$ cat src/rtl/copperv_bus_arbiter.sv
// copperv_bus_arbiter: merges the copperv instruction-read port and the data
// read/write ports onto one valid/ready memory bus, one transaction at a time.
// Optional feature macro: COPPERV_ARB_RR_EN (round-robin grant instead of the
// fixed DW > DR > I priority).
module copperv_bus_arbiter #(
    parameter int BUS_WIDTH = 32
) (
    input  logic                 clk,
    input  logic                 rst,
    // core instruction read
    input  logic                 i_raddr_valid,
    input  logic [BUS_WIDTH-1:0] i_raddr,
    output logic                 i_raddr_ready,
    output logic                 i_rdata_valid,
    output logic [BUS_WIDTH-1:0] i_rdata,
    input  logic                 i_rdata_ready,
    // core data read
    input  logic                 d_raddr_valid,
    input  logic [BUS_WIDTH-1:0] d_raddr,
    output logic                 d_raddr_ready,
    output logic                 d_rdata_valid,
    output logic [BUS_WIDTH-1:0] d_rdata,
    input  logic                 d_rdata_ready,
    // core data write
    input  logic                 d_waddr_valid,
    input  logic [BUS_WIDTH-1:0] d_waddr,
    output logic                 d_waddr_ready,
    input  logic                 d_wdata_valid,
    input  logic [BUS_WIDTH-1:0] d_wdata,
    output logic                 d_wdata_ready,
    // memory side
    output logic                 m_raddr_valid,
    output logic [BUS_WIDTH-1:0] m_raddr,
    input  logic                 m_raddr_ready,
    input  logic                 m_rdata_valid,
    input  logic [BUS_WIDTH-1:0] m_rdata,
    output logic                 m_rdata_ready,
    output logic                 m_waddr_valid,
    output logic [BUS_WIDTH-1:0] m_waddr,
    input  logic                 m_waddr_ready,
    output logic                 m_wdata_valid,
    output logic [BUS_WIDTH-1:0] m_wdata,
    input  logic                 m_wdata_ready
);

    typedef enum logic [1:0] {
        IDLE  = 2'd0,
        RADDR = 2'd1,
        RDATA = 2'd2,
        WRITE = 2'd3
    } state_t;

    typedef enum logic [1:0] {
        SRC_I  = 2'd0,
        SRC_DR = 2'd1,
        SRC_DW = 2'd2
    } src_t;

    state_t               state, state_next;
    src_t                 src, gnt;
    logic                 gnt_valid;
    logic [BUS_WIDTH-1:0] addr_q, wdata_q;
    logic                 waddr_done, wdata_done;
    logic                 req_i, req_dr, req_dw;

    // a write is only eligible once both of its channels are presented
    assign req_i  = i_raddr_valid;
    assign req_dr = d_raddr_valid;
    assign req_dw = d_waddr_valid && d_wdata_valid;

`ifdef COPPERV_ARB_RR_EN
    src_t last_q;

    // round-robin: search starts at the requester after the last winner
    always_comb begin
        gnt       = SRC_I;
        gnt_valid = req_i || req_dr || req_dw;
        case (last_q)
            SRC_I: begin
                if (req_dr)      gnt = SRC_DR;
                else if (req_dw) gnt = SRC_DW;
                else             gnt = SRC_I;
            end
            SRC_DR: begin
                if (req_dw)      gnt = SRC_DW;
                else if (req_i)  gnt = SRC_I;
                else             gnt = SRC_DR;
            end
            default: begin
                if (req_i)       gnt = SRC_I;
                else if (req_dr) gnt = SRC_DR;
                else             gnt = SRC_DW;
            end
        endcase
    end

    // last-grant pointer follows every accepted request
    always_ff @(posedge clk) begin
        if (rst)
            last_q <= SRC_I;
        else if (state == IDLE && gnt_valid)
            last_q <= gnt;
    end
`else
    // fixed priority: write, then data read, then instruction read
    always_comb begin
        gnt_valid = req_i || req_dr || req_dw;
        if (req_dw)      gnt = SRC_DW;
        else if (req_dr) gnt = SRC_DR;
        else             gnt = SRC_I;
    end
`endif

    // next state and all handshake outputs
    always_comb begin
        state_next    = state;
        i_raddr_ready = 1'b0;
        d_raddr_ready = 1'b0;
        d_waddr_ready = 1'b0;
        d_wdata_ready = 1'b0;
        i_rdata_valid = 1'b0;
        i_rdata       = '0;
        d_rdata_valid = 1'b0;
        d_rdata       = '0;
        m_raddr_valid = 1'b0;
        m_raddr       = addr_q;
        m_rdata_ready = 1'b0;
        m_waddr_valid = 1'b0;
        m_waddr       = addr_q;
        m_wdata_valid = 1'b0;
        m_wdata       = wdata_q;
        case (state)
            IDLE: begin
                // no acceptance while reset is held: the grant would be lost
                if (gnt_valid && !rst) begin
                    case (gnt)
                        SRC_I: begin
                            i_raddr_ready = 1'b1;
                            state_next    = RADDR;
                        end
                        SRC_DR: begin
                            d_raddr_ready = 1'b1;
                            state_next    = RADDR;
                        end
                        default: begin
                            d_waddr_ready = 1'b1;
                            d_wdata_ready = 1'b1;
                            state_next    = WRITE;
                        end
                    endcase
                end
            end
            RADDR: begin
                m_raddr_valid = 1'b1;
                if (m_raddr_ready)
                    state_next = RDATA;
            end
            RDATA: begin
                if (src == SRC_I) begin
                    m_rdata_ready = i_rdata_ready;
                    i_rdata_valid = m_rdata_valid;
                    i_rdata       = m_rdata;
                end else begin
                    m_rdata_ready = d_rdata_ready;
                    d_rdata_valid = m_rdata_valid;
                    d_rdata       = m_rdata;
                end
                if (m_rdata_valid && m_rdata_ready)
                    state_next = IDLE;
            end
            default: begin
                m_waddr_valid = !waddr_done;
                m_wdata_valid = !wdata_done;
                if ((waddr_done || m_waddr_ready) && (wdata_done || m_wdata_ready))
                    state_next = IDLE;
            end
        endcase
    end

    // state, latched request payload and write-channel completion flags
    always_ff @(posedge clk) begin
        if (rst) begin
            state      <= IDLE;
            src        <= SRC_I;
            addr_q     <= '0;
            wdata_q    <= '0;
            waddr_done <= 1'b0;
            wdata_done <= 1'b0;
        end else begin
            state <= state_next;
            if (state == IDLE && gnt_valid) begin
                src <= gnt;
                case (gnt)
                    SRC_I:  addr_q <= i_raddr;
                    SRC_DR: addr_q <= d_raddr;
                    default: begin
                        addr_q     <= d_waddr;
                        wdata_q    <= d_wdata;
                        waddr_done <= 1'b0;
                        wdata_done <= 1'b0;
                    end
                endcase
            end
            if (state == WRITE) begin
                if (m_waddr_valid && m_waddr_ready) waddr_done <= 1'b1;
                if (m_wdata_valid && m_wdata_ready) wdata_done <= 1'b1;
            end
        end
    end

endmodule
$ cat config.mk
export PLATFORM = sky130hd
export DESIGN_NAME = copperv_bus_arbiter
export DESIGN_NICKNAME = d
export VERILOG_FILES = /design/src/rtl/copperv_bus_arbiter.sv
export SDC_FILE = /design/constraint.sdc
export NUM_CORES = 1
export LEC_CHECK = 0
export ABC_AREA = 1
export ABC_CLOCK_PERIOD_IN_PS = 2100
export CAP_MARGIN = 0
export CORE_MARGIN = 10
export CORE_UTILIZATION = 32
export CTS_CLUSTER_DIAMETER = 40
export CTS_CLUSTER_SIZE = 30
export DETAILED_ROUTE_END_ITERATION = 10
export GPL_ROUTABILITY_DRIVEN = 1
export PLACE_DENSITY = 0.81
export SYNTH_ARGS = -nofsm -noshare
export SYNTH_HDL_FRONTEND = slang
export SYNTH_SLANG_ARGS = --single-unit
$ cat constraint.sdc
create_clock -name clk -period 2.1 [get_ports clk]
set_clock_uncertainty 0.1 [all_clocks]
set_input_delay 0.42 -clock clk [delete_from_list [all_inputs] [get_ports clk]]
set_output_delay 0.42 -clock clk [all_outputs]
set_load 0.01 [all_outputs]
# Word-level counts from Yosys, hierarchy flattened
# Cells that the tools add are included.
# totals
output_inout_bits	170
register_bits	70
input_bits	172
# op_classes
eq_ne	7
reduce_logical	22
bitwise	1
muxes	40
# ops
operator	n
$mux 32	4
$pmux 32 s2	1
$mux 1	28
$mux 2	6
$logic_and 1x1->1	7
$logic_not 2->1	3
$ne 2x2->1 const B	3
$pmux 2 s3	1
$eq 2x1->1 const B	2
$eq 2x2->1 const B	2
$logic_or 1x1->1	4
$reduce_and 4->1	1
$reduce_bool 4->1	1
$logic_not 1->1	3
$reduce_or 3->1	1
$reduce_and 2->1	1
$reduce_or 2->1	1
$not 1->1	1

# Longest topological paths before layout
# Gate-level depths: netlist of run 1.
# logic_depth
word_depth	8
depth_mapped	9

# Worst setup path after synthesis of run 1
# No wires, ideal clock.
# synth_path
path_kind	register to output
from	register state[0]
to	output d_wdata_ready
t_arrival_ps	1405
path_stages_with_launch	8
slack_ps	175
cell_sequence	dfxtp_1 > inv_1 > ha_1 > buf_2 > nand2_2 > buf_4 > nor2_1 > buf_4
# synth_between
elab_chain_len	2
# synth_lines
item	line	rtl
start: declaration	59	state_t state, state_next;
start signal: assignment	190	state <= state_next;
$logic_not 2->1	n/a	
$mux 1	n/a	
end: declaration	30	output logic d_wdata_ready,
# Every way passes these cells.

# Worst setup path after layout of run 1
# layout_path
from	register state[0]
to	output d_rdata[27]
# layout_between
elab_chain_len	2
# layout_lines
item	line	rtl
$eq 2x2->1	132	case (state)
$mux 32	132	
end: declaration	22	output logic [BUS_WIDTH-1:0] d_rdata,
# Every way passes these cells.

==> flow_summary.toml, run 1 <==
[clock_tree]
cts_hold_buf = 0
numClockSinks = 70
clkLatencyLatePin_ns = 0.32
htree_levels = 3
cts_buffers = 9
cts_tree = "yes"
root_buffer = "clkbuf_16"
path_clk_slew_ns = 0.06
cts_buffer_depth = 2

[timing]
hold_viol = 0
setup_violations = 0
max_slew.worst_pin.slew_ns = 0.403
finalSetupTns_ns = 0
relSlewSlack_pct = 73.1
fin_crit_ns = 2.02
fmax_mhz = 494
grt_setup_unrepaired = "false"
report.final.slew_viol_count = 0
fin_ws_ns = 0.0752
fin_crit_sh_pct = 96.4
hold_slack_ns = 0.358

[setup_path]
cp_slowest_cell = "dfxtp_1"
critPathMaxStageDelay_ns = 0.32
setup.worst_path.start_class = "flip-flop"
cp-end-kind = "primary output"
crit_type = "flip-flop to primary output"
cp_max_fo = 19
required_ns = 1.58
regToRegSetupSlack_ns = 0.26
arrival_ns = 1.50
r2r.worst_path.cells = 11
r2r-start = "state[1]$_SDFFE_PP0P_"
timing.rr.end = "state[1]$_SDFFE_PP0P_"
cp_num_buf_inv = 4
crit_chain = "inv_2 > ha_4 > inv_6 > buf_12 > nor3_2 > clkdlybuf4s15_2"
crit_family = "buffers and inverters"

[global_routing]
use_met2_pct = 39.1
grt_busiest_layer = "met2"
grt_max_degree = 37
antenna_found_initial = 0
grt_pass1_vias = 5028
grt_usage_pct = 21.4
met1_usage_pct = 22.1
grt_pass1_wl_mm = 29.8
overflow = 0
grt_use_met3_pct = 8.88

[die]
rows = 40
io_pins = 342
die_w_um = 132
fp.dieH_um = 132
die-area_um2 = 17400
core-area_um2 = 12100
start_util_pct = 33.0

[cells_and_area]
ff_latch_area_um2 = 1400
layout.cells.non_filler = 1082
fin_area_um2 = 7630
area_growth_pct = 91.1
utilization_pct = 63.0
final_layout_size_suffix_gt1_share_pct = 17.1
fill_cells = 1114
fin_nets = 1086
diodes = 0
multi_input_area_um2 = 1930

[run_status]
outcome = "complete, no violations"

[synthesis]
synthTopCellsByArea = "dfxtp_1 (35%), a21oi_1 (12%), nand2_1 (8.3%)"
ys_seq_elements = 70
synth_cell_types = 26
synth_cells = 603
synth_top_area_cell = "dfxtp_1"
async_reset_ff_share_pct = 0
synthFlopType = "dfxtp_1"
synth.avg_cell_area_um2 = 6.63
syn-num-nets = 779
synth_edf_count = 0
synth_most_common_cell = "a21oi_1"
synth_top_area_share_pct = 35.1
synthTopCellsByCount = "a21oi_1 (96), nand2_1 (88), inv_1 (78)"
seq_area_frac_synth_pct = 35.1
yosysWarnings = 0
syn_area_um2 = 4000

[routing]
vias = 5092
drc = 0
vias_per_cell = 4.71
avgRoutedWirePerCell_um = 18.3
firstDrtPassIters = 7
postRouteWirelength_mm = 19.8
drt_iter0_markers = 257
antenna_left = 0

[power]
irDropWorstVdd_mv = 0.535
power.density_nw_per_um2 = 990
fin_total_pwr_mw = 7.56
power.leakage_nw = 3.30

[placement]
gp_congestion = 0.841
place_inst = 1065
hpwl_mm = 15.7
dp_slack_ns = -0.384
dpl_cell_area_um2 = 7460
port_buffers = 341

[hold_path]
hp-class = "flip-flop to flip-flop"
hold_start = "m_wdata[21]$_SDFFE_PP0P_"
hold_depth = 2
min_to = "m_wdata[21]$_SDFFE_PP0P_"

[run]
cap_violations = 0
sequential cells by signal, summed over array words and instances (netlist names):
name / count
m_raddr: 32
wdata_done: 1
state: 2
waddr_done: 1
src: 2
m_wdata: 32
cell type report:
| cell class | count | share of cell area, % |
|---|---|---|
| clock buffer | 9 | 2.95 |
| clock inverter | 6 | 1.15 |
| inverter | 81 | 4.10 |
| multi-input combinational | 373 | 25.3 |
| sequential | 70 | 18.4 |
| tap | 168 | 2.75 |
| timing repair buffer | 375 | 45.3 |
tightest hold or removal path, stage by stage (launching register included):
cell     delay [ns]
dfxtp_1        0.31
nand2_1        0.06
a21oi_1        0.05
cell families (layout without fill, tap and decap cells):
group / after synthesis / in the layout / share of synthesized area [%]
adder cells (fa/ha/maj): 4 / 4 / 1.25
flip-flops: 70 / 70 / 35.1
buffers and inverters: 160 / 471 / 19.7
AND/OR/NAND/NOR: 209 / 209 / 23.5
AO/OA/AOI/OAI: 160 / 160 / 20.5
power breakdown:
group          switching, mW  internal (mW)
clock                  0.574           1.03
sequential             0.232           1.63
combinational           2.05           2.04
how the worst max path moves through the flow:
stage / cells past startpoint / end / start / slack [ns]
final: 6 / d_rdata[27] / state[0]$_SDFFE_PP0P_ / 0.08
after floorplan: 7 / d_wdata_ready / state[0]$_SDFFE_PP0P_ / 0.18
after CTS: 6 / d_rdata[24] / state[0]$_SDFFE_PP0P_ / -0.02
after global placement: 6 / i_raddr_ready / d_raddr_valid / -0.41
after detailed placement: 6 / i_raddr_ready / d_raddr_valid / -0.38
after global routing: 6 / i_rdata[14] / state[0]$_SDFFE_PP0P_ / 0.0009
routing by layer:
metal | part of all wire (%) | wire [um]
met1 | 37 | 7370
met2 | 52 | 10300
met3 | 9.1 | 1800
met4 | 1.4 | 278
met5 | 0 | 0
cells in the final DEF (no fill, tap or decap), drive strengths merged:
cell / instances
a31o: 1
bufbuf: 1
dlymetal6s2s: 1
inv: 80
nand4: 3
a21oi: 97
clkdlybuf4s15: 1
nor2: 11
nand3: 36
o211a: 2
nand3b: 1
dlygate4sd2: 4
ha: 4
nand2: 91
clkbuf: 11
nor3: 66
o21ai: 60
clkdlybuf4s50: 266
nor4: 1
clkinv: 5
bufinv: 2
dfxtp: 70
buf: 100
what timing repair did:
action	CTS	global route
setup buffers	0	0
pin swaps	0	1
gates resized for setup	323	20
endpoints found under the setup margin	74	47
gates cloned	2	0
Note: power is estimated with default switching activity, not from simulation.
==> inputs of run 2 (changes only) <==
--- a/config.mk
+++ b/config.mk
@@ -6,7 +6,7 @@
 export NUM_CORES = 1
 export LEC_CHECK = 0
 export ABC_AREA = 1
-export ABC_CLOCK_PERIOD_IN_PS = 2100
+export ABC_CLOCK_PERIOD_IN_PS = 2000
 export CAP_MARGIN = 0
 export CORE_MARGIN = 10
 export CORE_UTILIZATION = 32
@@ -15,6 +15,7 @@
 export DETAILED_ROUTE_END_ITERATION = 10
 export GPL_ROUTABILITY_DRIVEN = 1
 export PLACE_DENSITY = 0.81
+export REMOVE_ABC_BUFFERS = 1
 export SYNTH_ARGS = -nofsm -noshare
 export SYNTH_HDL_FRONTEND = slang
 export SYNTH_SLANG_ARGS = --single-unit
==> constraint.sdc (replaced) <==
create_clock -name clk -period 2 [get_ports clk]
set_clock_uncertainty 0.1 [all_clocks]
set_input_delay 0.4 -clock clk [delete_from_list [all_inputs] [get_ports clk]]
set_output_delay 0.4 -clock clk [all_outputs]
set_load 0.01 [all_outputs]
==> run 2 against run 1 <==
  * The run now ends with negative setup slack left
  * First-iteration DRC count shrank 13%
  * Non-clock buffer count grew 2
  * Sequential share of layout area fell by 0.62 points
  * Final cell count increased by 0.37%
  * Power up 8.8%
  * Flip-flop and latch count unchanged
  * Global-route usage shrank 1.1 points
  * Via count rose by 1.2%
  * Die area is the same
  * Register-to-register slack about the same
  * Largest cell class unchanged
  * Highest routed layer unchanged
==> flow_summary.toml, run 2 (synthesized netlist as in run 1, its figures left out) <==
[global_routing]
grt_pass1_wl_mm = 28.8
grt_usage_pct = 20.3
overflow = 0
grt_pass1_vias = 4958
grt_max_degree = 37
antenna_found_initial = 1

[routing]
drc = 0
vias = 5151
postRouteWirelength_mm = 19.6
firstDrtPassIters = 4
avgRoutedWirePerCell_um = 18.0
antenna_left = 0
drt_iter0_markers = 224
vias_per_cell = 4.74

[power]
pwr-share-comb_pct = 55.2
p_seq_share_pct = 24.0
power.switching_mw = 3.17
p_int_mw = 5.05
irDropWorstVdd_mv = 0.512
power.leakage_nw = 3.40
pwr-share-clk_pct = 20.8
power.density_nw_per_um2 = 1040
switching_share_pct = 38.5

[die]
die_w_um = 132
die-area_um2 = 17400
io_pins = 342
start_util_pct = 33.0
fp.dieH_um = 132
core-area_um2 = 12100
rows = 40

[timing]
grt_setup_unrepaired = "true"
hold_viol = 0
fin_crit_sh_pct = 101
fin_crit_ns = 2.02
relSlewSlack_pct = 74.0
setup_violations = 1
finalSetupTns_ns = -0.0164
report.final.slew_viol_count = 0
fmax_mhz = 496
fin_ws_ns = -0.0164
max_slew.worst_pin.slew_ns = 0.390

[setup_path]
crit_type = "flip-flop to primary output"
r2r-start = "state[1]$_SDFFE_PP0P_"
setup.worst_path.start_class = "flip-flop"
arrival_ns = 1.52
cp_max_fo = 10
cp-end-kind = "primary output"
timing.rr.end = "state[1]$_SDFFE_PP0P_"
required_ns = 1.50
regToRegSetupSlack_ns = 0.25
r2r.worst_path.cells = 9

[run_status]
violations = "negative setup slack"
outcome = "finished with violations"

[clock_tree]
root_buffer = "clkbuf_16"
numClockSinks = 70
cts_buffer_depth = 2
cts_tree = "yes"
cts_buffers = 9
path_clk_slew_ns = 0.06
htree_levels = 3
post_cts_buffers = 0
cts_hold_buf = 0
clkLatencyLatePin_ns = 0.32

[hold_path]
hold_start = "m_wdata[28]$_SDFFE_PP0P_"
hold_depth = 2
min_to = "m_wdata[28]$_SDFFE_PP0P_"
hp-class = "flip-flop to flip-flop"

[placement]
dpl_cell_area_um2 = 7470
port_buffers = 341
hpwl_mm = 15.3
gp_congestion = 0.820

[cells_and_area]
final_common_cell = "clkdlybuf4s50_1"
final_cell_mix = "clkdlybuf4s50_1 (264), a21oi_1 (96), nand2_1 (87)"
fin_area_um2 = 7910
fin_nets = 1088
area_growth_pct = 98.0
final_layout_size_suffix_gt1_share_pct = 20.3

[run]
cap_violations = 0
## run 2: timing repair
action                     4_1_cts  5_1_grt
gates resized for setup        332       70
setup endpoints to repair       74       45
pin swaps                        2        6
gates cloned                     2        2
## run 2: layout make-up
cell class / instances / area, um2
diodes: 1 / 2.50
clock buffers: 9 / 225
clock inverters: 7 / 97.6
fillers: 1064 / 4200
inverters: 81 / 317
multi-input cells: 373 / 2130
flip-flops and latches: 70 / 1400
well taps: 168 / 210
repair buffers: 377 / 3520
## run 2: power groups by stage
stage | clock network, mW | logic, mW | registers [mW]
after floorplan | 0 | 1.38 | 2.16
after global placement | 0 | 4.16 | 1.99
after detailed placement | 0 | 4.22 | 1.98
after CTS | 1.75 | 4.23 | 1.98
after global routing | 1.80 | 4.88 | 2.01
final | 1.71 | 4.54 | 1.98
## run 2: how the worst max path moves through the flow
stage	from	to	depth (start not counted)
after detailed placement	d_waddr_valid	i_raddr_ready	6
after global placement	d_waddr_valid	i_raddr_ready	6
after global routing	state[0]$_SDFFE_PP0P_	i_rdata[0]	6
after CTS	state[0]$_SDFFE_PP0P_	d_rdata[9]	6
final	state[0]$_SDFFE_PP0P_	i_rdata[0]	6
after floorplan	state[0]$_SDFFE_PP0P_	d_waddr_ready	4
## run 2: critical path: stages, from the launching register on
cell	delay [ns]
dfxtp_2	0.33
inv_4	0.07
ha_4	0.16
inv_8	0.07
clkbuf_16	0.18
nor3_1	0.22
buf_2	0.17
## run 2: routing by layer
layer,track usage (%),part of all wire (%)
met1,21.9,39
met2,37.1,51
met3,7.01,8.4
met4,4.64,1.6
met5,0,0
## run 2: per-stage QoR
step                      power [mW]  instances  worst slack (ns)  hold WS (ns)  utilization (%)
after detailed placement        6.20       1065            -0.497         0.352             61.6
final                           8.22       1086           -0.0164         0.360             65.3
after global routing            8.70       1086           -0.0994         0.372             65.3
after CTS                       7.96       1083           -0.0431         0.362             62.6
after global placement          6.15       1065            -0.492         0.347             61.6
after floorplan                 3.54        524            -0.586         0.348                -
==> inputs of run 3 (changes only) <==
--- a/config.mk
+++ b/config.mk
@@ -14,7 +14,7 @@
 export CTS_CLUSTER_SIZE = 30
 export DETAILED_ROUTE_END_ITERATION = 10
 export GPL_ROUTABILITY_DRIVEN = 1
-export PLACE_DENSITY = 0.81
+export PLACE_DENSITY = 0.92
 export REMOVE_ABC_BUFFERS = 1
 export SYNTH_ARGS = -nofsm -noshare
 export SYNTH_HDL_FRONTEND = slang
==> run 3 against run 2 <==
  * The flow still finishes with violations (negative setup slack)
  * Routed wire length increased by 9.9%
  * Critical path depth unchanged
  * Die area unchanged
  * Clock power about the same
  * Hold slack got worse by 0.00054 ns
  * Non-clock buffer count increased by 8
  * Maximum frequency decreased by 3.5%
  * Sequential power about the same
  * Combinational power increased by 7.9%
  * Critical path type unchanged
  * Critical endpoint is now i_rdata[28]
==> flow_summary.toml, run 3 (synthesized netlist as in run 1, its figures left out) <==
[run_status]
outcome = "finished with violations"
violations = "negative setup slack"

[power]
p_seq_share_pct = 23.0
power.density_nw_per_um2 = 1050
irDropWorstVdd_mv = 0.541
switching_share_pct = 39.0
pwr-share-comb_pct = 57.1
power.leakage_nw = 3.53
power.switching_mw = 3.35
pwr-share-clk_pct = 20.0
p_int_mw = 5.24

[timing]
fin_crit_sh_pct = 104
hold_slack_ns = 0.360
fin_crit_ns = 2.09
finalSetupTns_ns = -0.321
hold_viol = 0
relSlewSlack_pct = 72.1
report.final.slew_viol_count = 0
setup_violations = 11
fin_ws_ns = -0.0894
max_slew.worst_pin.slew_ns = 0.419
grt_setup_unrepaired = "true"
fmax_mhz = 479

[cells_and_area]
final_common_cell = "clkdlybuf4s50_1"
area_growth_pct = 105
utilization_pct = 67.5
final_layout_size_suffix_gt1_share_pct = 22.9
final_cell_mix = "clkdlybuf4s50_1 (262), a21oi_1 (96), nand2_1 (86)"
fin_nets = 1096
fin_area_um2 = 8170
fill_cells = 918

[routing]
avgRoutedWirePerCell_um = 19.6
vias_per_cell = 4.97
antenna_left = 0
firstDrtPassIters = 5
vias = 5442
postRouteWirelength_mm = 21.5
drt_iter0_markers = 370
drc = 0

[setup_path]
cp-end-kind = "primary output"
crit_type = "flip-flop to primary output"
setup.worst_path.start_class = "flip-flop"
r2r-start = "state[1]$_SDFFE_PP0P_"
required_ns = 1.50
arrival_ns = 1.59
cp_max_fo = 11
worstSetupStartpoint = "state[0]$_SDFFE_PP0P_"

[clock_tree]
clkLatencyLatePin_ns = 0.32
cts_buffers = 9
numClockSinks = 70
root_buffer = "clkbuf_16"
htree_levels = 3
cts_tree = "yes"
cts_hold_buf = 0
path_clk_slew_ns = 0.06
cts_buffer_depth = 2

[global_routing]
grt_max_degree = 46
grt_pass1_wl_mm = 29.5
antenna_found_initial = 2
grt_pass1_vias = 5180
overflow = 0
grt_usage_pct = 21.0

[die]
die_w_um = 132
io_pins = 342
fp.dieH_um = 132
die-area_um2 = 17400
rows = 40
core-area_um2 = 12100
start_util_pct = 33.0

[hold_path]
hold_start = "m_wdata[7]$_SDFFE_PP0P_"
hp-class = "flip-flop to flip-flop"

[placement]
port_buffers = 341
hpwl_mm = 15.6
dpl_cell_area_um2 = 7420
gp_congestion = 0.867

[run]
cap_violations = 0
[run 3: changes by cell type in the layout (fill, tap and decap cells not counted), sizes merged]
| cell | delta |
|---|---|
| clkinvlp | -2 |
| dlymetal6s2s | +2 |
| clkdlybuf4s15 | +1 |
| clkbuf | +1 |
| clkinv | +1 |
| clkdlybuf4s50 | -2 |
| bufbuf | +1 |
| inv | -1 |
| diode | +1 |
| buf | +7 |
[run 3: metal layers]
| metal | track usage, % | vias up | wire, um |
|---|---|---|---|
| li1 | - | 2584 | - |
| met4 | 5.87 | 0 | 479 |
| met5 | 0 | - | 0 |
| met1 | 22.0 | 2520 | 7720 |
| met3 | 7.58 | 29 | 1910 |
| met2 | 38.5 | 309 | 11400 |
[run 3: power groups by stage]
stage | Combinational, mW | Clock, mW | Sequential [mW]
floorplan | 1.38 | 0 | 2.16
global placement | 4.05 | 0 | 1.96
detailed placement | 4.12 | 0 | 1.97
CTS | 4.04 | 1.75 | 1.95
global route | 5.23 | 1.82 | 2.01
finish | 4.90 | 1.72 | 1.97
[run 3: area by class of cell]
type                       count  area (um2)  share of cell area, %
clock buffer                  11         243                   2.97
timing repair buffer         385        3630                   44.4
tap                          168         210                   2.57
multi-input combinational    373        2280                   27.9
sequential                    70        1410                   17.2
inverter                      81         319                   3.90
antenna                        2        5.00                 0.0612
clock inverter                 5        82.6                   1.01
[run 3: final timing paths]
path | slack, ns | depth (start not counted) | endpoint
min reg2reg | 0.36 | 2 | m_wdata[7]$_SDFFE_PP0P_
max reg2reg | 0.16 | 10 | state[1]$_SDFFE_PP0P_
max | -0.09 | 6 | i_rdata[28]
min | 0.36 | 2 | m_wdata[7]$_SDFFE_PP0P_
[run 3: timing repair]
item	CTS	global route
resized for setup	332	99
buffers inserted	0	5
pin swaps	1	8
endpoints found under the setup margin	74	72
gates cloned	1	7
[run 3: critical path, cell delays in order, from the launching register on]
cell	delay, ns
dfxtp_2	0.33
inv_4	0.08
ha_4	0.17
inv_8	0.08
buf_6	0.15
nor3_1	0.26
buf_2	0.19
[run 3: through the flow]
step | total power [mW] | setup slack, ns | std cells
finish | 8.59 | -0.0894 | 1095
global route | 9.06 | -0.133 | 1095
floorplan | 3.54 | -0.586 | 524
global placement | 6.02 | -0.480 | 1064
detailed placement | 6.09 | -0.545 | 1064
CTS | 7.75 | -0.0397 | 1081
